$ cat src/rtl/scan_pkg.sv
// rtl/scan_pkg.sv - shared state encoding and decoder-enable constants for scan_seq
package scan_pkg;

    typedef enum logic [1:0] {
        S_IDLE  = 2'd0,
        S_RUN   = 2'd1,
        S_BLANK = 2'd2
    } scan_state_e;

    localparam logic [2:0] EN_ACTIVE = 3'b100;
    localparam logic [2:0] EN_OFF    = 3'b000;

endpackage

$ cat src/rtl/dwell_timer.sv
// rtl/dwell_timer.sv - loadable down-counter that flags when the dwell count is exhausted
module dwell_timer #(
    parameter int W = 8
) (
    input  logic         clk,
    input  logic         rst,
    input  logic         load,
    input  logic [W-1:0] value,
    output logic         zero
);

    logic [W-1:0] cnt_q;
    logic [W-1:0] cnt_d;

    // load wins over counting; the count saturates at zero
    always_comb begin
        cnt_d = cnt_q;
        if (load) begin
            cnt_d = value;
        end else if (cnt_q != '0) begin
            cnt_d = cnt_q - {{(W-1){1'b0}}, 1'b1};
        end
    end

    // count register
    always_ff @(posedge clk) begin
        if (rst) begin
            cnt_q <= '0;
        end else begin
            cnt_q <= cnt_d;
        end
    end

    assign zero = (cnt_q == '0);

endmodule

$ cat src/rtl/scan_seq.sv
// rtl/scan_seq.sv - channel-scan sequencer driving the x74138 select/enable pins (optional SCAN_BLANK_EN)
module scan_seq
    import scan_pkg::*;
#(
    parameter int DWELL_W = 8
) (
    input  logic               clk,
    input  logic               rst,
    input  logic               start,
    input  logic               stop,
    input  logic               single,
    input  logic [2:0]         first,
    input  logic [2:0]         last,
    input  logic [DWELL_W-1:0] dwell,
    output logic [2:0]         En,
    output logic [2:0]         I,
    output logic               busy,
    output logic               done,
    output logic               frame
);

    scan_state_e state_q, state_d;
    logic [2:0]  en_q, en_d;
    logic [2:0]  i_q, i_d;
    logic        busy_q, busy_d;
    logic        done_q, done_d;
    logic        frame_q, frame_d;
    logic        single_q, single_d;
    logic [2:0]  next_ch;
    logic        tmr_load;
    logic        tmr_zero;
`ifdef SCAN_BLANK_EN
    // remembers that the channel loaded in BLANK is a wrap, so frame fires on the following RUN cycle
    logic        wrap_q, wrap_d;
`endif

    dwell_timer #(
        .W(DWELL_W)
    ) u_timer (
        .clk  (clk),
        .rst  (rst),
        .load (tmr_load),
        .value(dwell),
        .zero (tmr_zero)
    );

    // channel following the current one; first is re-sampled at the wrap
    always_comb begin
        next_ch = (i_q == last) ? first : (i_q + 3'd1);
    end

    // next-state and registered-output logic; stop overrides everything but rst
    always_comb begin
        state_d  = state_q;
        en_d     = en_q;
        i_d      = i_q;
        busy_d   = busy_q;
        done_d   = 1'b0;
        frame_d  = 1'b0;
        single_d = single_q;
        tmr_load = 1'b0;
`ifdef SCAN_BLANK_EN
        wrap_d   = wrap_q;
`endif
        if (stop) begin
            state_d = S_IDLE;
            en_d    = EN_OFF;
            busy_d  = 1'b0;
        end else begin
            case (state_q)
                S_IDLE: begin
                    en_d   = EN_OFF;
                    busy_d = 1'b0;
                    if (start) begin
                        state_d  = S_RUN;
                        i_d      = first;
                        single_d = single;
                        en_d     = EN_ACTIVE;
                        busy_d   = 1'b1;
                        tmr_load = 1'b1;
                    end
                end
                S_RUN: begin
                    if (tmr_zero) begin
                        if ((i_q == last) && single_q) begin
                            state_d = S_IDLE;
                            en_d    = EN_OFF;
                            busy_d  = 1'b0;
                            done_d  = 1'b1;
                        end else begin
                            i_d = next_ch;
`ifdef SCAN_BLANK_EN
                            state_d = S_BLANK;
                            en_d    = EN_OFF;
                            wrap_d  = (i_q == last);
`else
                            tmr_load = 1'b1;
                            frame_d  = (i_q == last);
`endif
                        end
                    end
                end
`ifdef SCAN_BLANK_EN
                S_BLANK: begin
                    // the slot timer starts here so the channel still gets dwell+1 active cycles
                    state_d  = S_RUN;
                    en_d     = EN_ACTIVE;
                    tmr_load = 1'b1;
                    frame_d  = wrap_q;
                    wrap_d   = 1'b0;
                end
`endif
                default: begin
                    state_d = S_IDLE;
                    en_d    = EN_OFF;
                    busy_d  = 1'b0;
                end
            endcase
        end
    end

    // state and output registers
    always_ff @(posedge clk) begin
        if (rst) begin
            state_q  <= S_IDLE;
            en_q     <= EN_OFF;
            i_q      <= 3'd0;
            busy_q   <= 1'b0;
            done_q   <= 1'b0;
            frame_q  <= 1'b0;
            single_q <= 1'b0;
        end else begin
            state_q  <= state_d;
            en_q     <= en_d;
            i_q      <= i_d;
            busy_q   <= busy_d;
            done_q   <= done_d;
            frame_q  <= frame_d;
            single_q <= single_d;
        end
    end

`ifdef SCAN_BLANK_EN
    // wrap flag register
    always_ff @(posedge clk) begin
        if (rst) begin
            wrap_q <= 1'b0;
        end else begin
            wrap_q <= wrap_d;
        end
    end
`endif

    assign En    = en_q;
    assign I     = i_q;
    assign busy  = busy_q;
    assign done  = done_q;
    assign frame = frame_q;

endmodule

$ cat config.mk
export PLATFORM = sky130hd
export DESIGN_NAME = scan_seq
export DESIGN_NICKNAME = d
export VERILOG_FILES = /design/src/rtl/scan_pkg.sv /design/src/rtl/dwell_timer.sv /design/src/rtl/scan_seq.sv
export SDC_FILE = /design/constraint.sdc
export NUM_CORES = 1
export LEC_CHECK = 0
export ABC_AREA = 0
export BUFFER_PORTS_ARGS = -buffer_cell sky130_fd_sc_hd__clkbuf_2
export CORE_ASPECT_RATIO = 1.1
export CORE_UTILIZATION = 49
export DETAILED_ROUTE_END_ITERATION = 8
export PLACE_DENSITY = 0.77
export SLEW_MARGIN = 30
export SYNTH_ARGS = -nofsm -noshare
export SYNTH_HDL_FRONTEND = slang
export SYNTH_HIERARCHICAL = 1
export SYNTH_SLANG_ARGS = --single-unit
$ cat constraint.sdc
create_clock -name clk -period 2.4 [get_ports clk]
set_input_delay 0.12 -clock clk [delete_from_list [all_inputs] [get_ports clk]]
set_output_delay 0.12 -clock clk [all_outputs]
set_load 0.01 [all_outputs]
==> flow_metrics.tcl, run 1 <==
set metrics [dict create \
    yosysUniqueCellTypes 39 \
    leakagePower_nw 0.460 \
    dr_wl_met3_um 85 \
    dieWidth_um 43.2 \
    fin_tns_setup_ns 0 \
    dpl.hpwl_um 1410 \
    ys_ff_latch 16 \
    crit_family "simple AND/OR/NAND/NOR gates" \
    yosys-top-cells-area "dfxtp_1 (35%), nand2_1 (4.5%), nor3_1 (3.8%), o32ai_1 (3.8%), xor2_1 (3.8%)" \
    cp.required_ns 2.60 \
    path_max_fanout 18 \
    wl_met1_um 804 \
    ir_drop_v 0.000515 \
    placed_area_sq_um 1030 \
    layout_commonest_cell "clkbuf_2" \
    rsz0062_at_grt "no" \
    synth_edf_count 0 \
    start_util 0.518 \
    grtUsageTotal 0.196 \
    grt_remaining_overflow 0 \
    dp_cells 140 \
    post_drt_wl_per_cell_um 12.8 \
    htree_levels 1 \
    areaGrowthSynthToFinish_pct 16.8 \
    status "finished, final reports clean" \
    core-area_sq_um 1760 \
    cp-start-kind "register" \
    synth_cells 101 \
    dr_total_vias 793 \
    setup_violations 0 \
    place.gp.congestion 0.849 \
    cts_resized 0 \
    fin_crit_sh 0.936 \
    clkTransAtPathRegs_ns 0.10 \
    pin_count 28 \
    hold_violations 0 \
    fillers 170 \
    cts_buffer_depth 2 \
    drt-pass1-iter-count 4 \
    grt_start_max_net_pins 19 \
    min_path_type "in2reg" \
    min_period_ns 2.25 \
    via_per_inst 5.51 \
    ant_nets 0 \
    cts-buffers-inserted 3 \
    dieArea_sq_um 2040 \
    wl_met2_um 946 \
    cts_tree "yes" \
    cts-root-buf "clkbuf_4" \
    final_cells 144 \
    finalClockSkew_ns 0.00578 \
    top_layer_used "met4" \
    drc 0 \
    yosysTopAreaCellShare 0.351 \
    wirelength_um 1840 \
    yosysTopAreaCell "dfxtp_1" \
    mostFrequentLayoutCells "clkbuf_2 (25), dfxtp_1 (16), nand2_1 (11), nor2_1 (8), nor3_1 (7)" \
    fin_nets 148 \
    synth_async_sr_flop_share 0 \
    synthFlopType "dfxtp_1" \
    cp.arrival_ns 2.45 \
    path_cells "inv_1 > ha_1 > and4bb_1 > nand2_1 > a21oi_1 > o31ai_2 > inv_2 > or2_2 > o32ai_1" \
    cts_sinks 16 \
    clk_latency_ns 0.29 \
    stdcell_area_sq_um 1070 \
    syn_area_per_cell_sq_um 9.04 \
    grt_antenna_before_repair 0 \
    cp_slowest_cell "dfxtp_1" \
    portBuffers 25 \
    whs_ns 0.0408 \
    die_y_um 47.3 \
    grt_pass1_vias 763 \
    fmaxAchievable_mhz 445 \
    max-cap-violations 0 \
    setup.worst_path.class "reg2reg" \
    powerDensity_nw_per_um2 964 \
    slew_viol_final 0 \
    yosysSeqAreaShare 0.351 \
    post_cts_buffers 0 \
    grt_pass1_wl_um 2990 \
    drive_gt1_frac 0.325 \
    cp-end-kind "register" \
    diodes 0 \
    slowest_delay_ns 0.40 \
    yosys_warnings 6 \
    cts_hold_buffers 0 \
    synth.cell_area_sq_um 913 \
    critPathBufInv 2 \
    drt_iter0_markers 15 \
    rows 16 \
]
==> cell families (layout without fill, tap and decap cells) <==
family	after synthesis	after routing	share of synthesized area
mux	2	2	0.0219
other cells	1	2	0.00411
simple gates	40	40	0.255
buf+inv	11	35	0.0657
compound gates	22	22	0.208
flops	16	16	0.351
fa+ha+maj	2	2	0.0274
xor+xnor	7	7	0.0671
==> path summary, 6_finish.rpt <==
| check | from | end | slack [ns] | depth (start not counted) |
|---|---|---|---|---|
| max | u_timer/cnt_q[0] | u_timer/cnt_q[4] | 0.15 | 9 |
| min | single | single_q | 0.04 | 3 |
| min reg2reg | busy | busy | 0.48 | 2 |
| max reg2reg | u_timer/cnt_q[0] | u_timer/cnt_q[4] | 0.15 | 9 |
==> registers in the layout, summed over array words and instances, names as in the netlist <==
signal         flops
I                  3
busy               1
done               1
frame              1
single_q           1
state_q            1
u_timer/cnt_q      8
==> routing by layer <==
metal / vias up / GRT usage
li1: 410 / -
met5: - / 0
met4: 0 / 0.0606
met1: 358 / 0.223
met3: 2 / 0.0385
met2: 23 / 0.373
==> report_power, final <==
part           internal, mW  total [mW]  leakage (nW)  switching, mW
Clock                0.0924       0.184        0.0210         0.0915
Sequential            0.329       0.410         0.132         0.0807
Combinational         0.220       0.435         0.307          0.215
==> metrics by stage <==
step	util	setup slack, ns	total power, mW
6_report	0.606	0.153	1.03
5_1_grt	0.606	0.00814	1.10
4_1_cts	0.606	0.162	1.03
3_5_place_dp	0.585	0.198	0.848
3_3_place_gp	0.585	0.301	0.834
2_1_floorplan	-	0.273	0.763
==> synth_stat cells (all sizes together), types with 2 or more instances <==
cell    instances
o21ai           3
nor2            8
o31ai           2
a21boi          2
xor2            4
o32ai           4
a21oi           4
buf             4
clkbuf          2
inv             5
mux2i           2
a211oi          3
ha              2
xnor2           3
nand2          11
nor4            2
nor3b           2
nor3            7
nor2b           2
dfxtp          16
==> worst reg2reg max path, stage by stage (launching register included) <==
cell and delay, ns:
dfxtp_1 0.40, inv_1 0.08, ha_1 0.26, and4bb_1 0.23, nand2_1 0.12, a21oi_1 0.10, o31ai_2 0.10, inv_2 0.20
or2_2 0.38, o32ai_1 0.29
==> area by class of cell <==
cell class	instances	area [sq um]	share of cell area
Clock buffer	4	36.3	0.0340
Inverter	5	18.8	0.0176
Multi-Input combinational cell	75	537	0.503
Sequential cell	16	320	0.300
Tap cell	18	22.5	0.0211
Timing Repair Buffer	26	133	0.124
Power figures use the tool's default switching activity.
==> inputs of run 2 (changes only) <==
--- a/config.mk
+++ b/config.mk
@@ -8,6 +8,7 @@
 export ABC_AREA = 0
 export BUFFER_PORTS_ARGS = -buffer_cell sky130_fd_sc_hd__clkbuf_2
 export CORE_ASPECT_RATIO = 1.1
+export CORE_MARGIN = 2
 export CORE_UTILIZATION = 49
 export DETAILED_ROUTE_END_ITERATION = 8
 export PLACE_DENSITY = 0.77
==> constraint.sdc (replaced) <==
create_clock -name clk -period 2.4 [get_ports clk]
set_input_delay 0.48 -clock clk [delete_from_list [all_inputs] [get_ports clk]]
set_output_delay 0.48 -clock clk [all_outputs]
set_load 0.01 [all_outputs]
==> run 2 against run 1 <==
First-iteration DRC count down 73%. Sequential share of layout area down 0.070 points. Final area up 0.24%. Core utilization up 0.14 points. Die area up 9.1%. Setup slack better by 0.062 ns. Largest power group unchanged. Highest routed layer unchanged.
==> flow_metrics.tcl, run 2 (same netlist as run 1, synthesis figures left out) <==
set metrics [dict create \
    fmaxAchievable_mhz 458 \
    cp-end-kind "register" \
    wirelength_um 1840 \
    grt_start_max_net_pins 19 \
    grt_pass1_vias 758 \
    htree_levels 1 \
    areaGrowthSynthToFinish_pct 17.1 \
    largest_reg_flops 8 \
    top_register "u_timer/cnt_q" \
    grt_antenna_before_repair 0 \
    fin_util 0.607 \
    ir_drop_v 0.000431 \
    drc 0 \
    diodes 0 \
    max-cap-violations 0 \
    via_per_inst 5.51 \
    ant_nets 0 \
    post_cts_buffers 0 \
    fin_tns_setup_ns 0 \
    min_path_type "in2reg" \
    setup.worst_path.class "reg2reg" \
    cts_sinks 16 \
    pre_cts_slack_ns 0.209 \
    layout_commonest_cell "clkbuf_2" \
    cp.arrival_ns 2.39 \
    fin_nets 148 \
    r2r_setup_slack_ns 0.22 \
    post_drt_wl_per_cell_um 12.8 \
    slew_viol_final 0 \
    slowest_delay_ns 0.40 \
    dieArea_sq_um 2230 \
    place.gp.congestion 0.771 \
    pin_count 28 \
    setup_slack_ns 0.215 \
    cts-buffers-inserted 3 \
    dpl.hpwl_um 1460 \
    drt-pass1-iter-count 4 \
    clk_latency_ns 0.28 \
    grt_remaining_overflow 0 \
    start_util 0.518 \
    cp.required_ns 2.60 \
    cts_buffer_depth 2 \
    leakagePower_nw 0.460 \
    path_max_fanout 18 \
    final_cells 144 \
    clkTransAtPathRegs_ns 0.10 \
    finalClockSkew_ns 0.00295 \
    cp-start-kind "register" \
    dieWidth_um 45.2 \
    portBuffers 25 \
    die_y_um 49.3 \
    cp_slowest_cell "dfxtp_1" \
    drive_gt1_frac 0.325 \
    dp_cells 140 \
    cts-root-buf "clkbuf_4" \
    rows 16 \
    setup_violations 0 \
    hold_violations 0 \
    cts_hold_buffers 0 \
    fin_crit_sh 0.910 \
    rsz0062_at_grt "no" \
    drt_iter0_markers 4 \
    powerDensity_nw_per_um2 957 \
    mostFrequentLayoutCells "clkbuf_2 (25), dfxtp_1 (16), nand2_1 (11), nor2_1 (8), nor3_1 (7)" \
    cts_tree "yes" \
    dr_total_vias 793 \
    core-area_sq_um 1760 \
    path_cells "inv_1 > ha_1 > and4bb_1 > nand2_1 > a21oi_1 > o31ai_2 > inv_4 > or2_2 > o32ai_1" \
    grtUsageTotal 0.188 \
    min_period_ns 2.18 \
    status "finished, final reports clean" \
    grt_pass1_wl_um 3090 \
]
-- run 2: cell counts in the layout (fill, tap and decap cells not counted) --
No cell type changed its count.
-- run 2: worst max-delay path, delay by kind of cell (launching register included) --
kind	cells	cell delay, ns
AO/OA/AOI/OAI	3	0.47
adder cells (fa/ha/maj)	1	0.26
flip-flops	1	0.40
buffers and inverters	2	0.25
AND/OR/NAND/NOR	3	0.73
-- run 2: power breakdown --
group          leakage, nW  internal (mW)  switching (mW)  total [mW]
combinational        0.307          0.220           0.218       0.438
sequential           0.132          0.329          0.0782       0.407
clock               0.0210         0.0923          0.0868       0.179
-- run 2: path summary, 6_finish.rpt --
kind	from	end	cells past startpoint
hold reg to reg	busy	busy	2
setup / recovery	u_timer/cnt_q[0]	u_timer/cnt_q[5]	9
setup reg to reg	u_timer/cnt_q[0]	u_timer/cnt_q[5]	9
hold / removal	single	single_q	3
-- run 2: per-layer routing --
| metal | routed length (um) | share of wire | track usage |
|---|---|---|---|
| met5 | 0 | 0 | 0 |
| met4 | 14 | 0.0076 | 0.0735 |
| met1 | 768 | 0.42 | 0.218 |
| met3 | 84 | 0.046 | 0.0333 |
| met2 | 971 | 0.53 | 0.326 |
-- run 2: area by class of cell --
class | instances | area (sq um)
multi-input cells | 75 | 537
inverters | 5 | 21.3
clock buffers | 4 | 36.3
repair buffers | 26 | 133
fillers | 172 | 692
well taps | 18 | 22.5
flip-flops and latches | 16 | 320
-- run 2: timing repair --
action | CTS | global route
setup endpoints to repair | 0 | 3
gates resized for setup | 0 | 1
endpoints found under the hold margin | 0 | 0
-- run 2: per-stage QoR --
stage | hold WS [ns] | cell area (sq um) | power (mW)
6_report | 0.407 | 1070 | 1.02
5_1_grt | 0.407 | 1070 | 1.10
4_1_cts | 0.396 | 1070 | 1.04
3_5_place_dp | 0.465 | 1030 | 0.850
3_3_place_gp | 0.455 | 1030 | 0.831
2_1_floorplan | 0.436 | 917 | 0.763
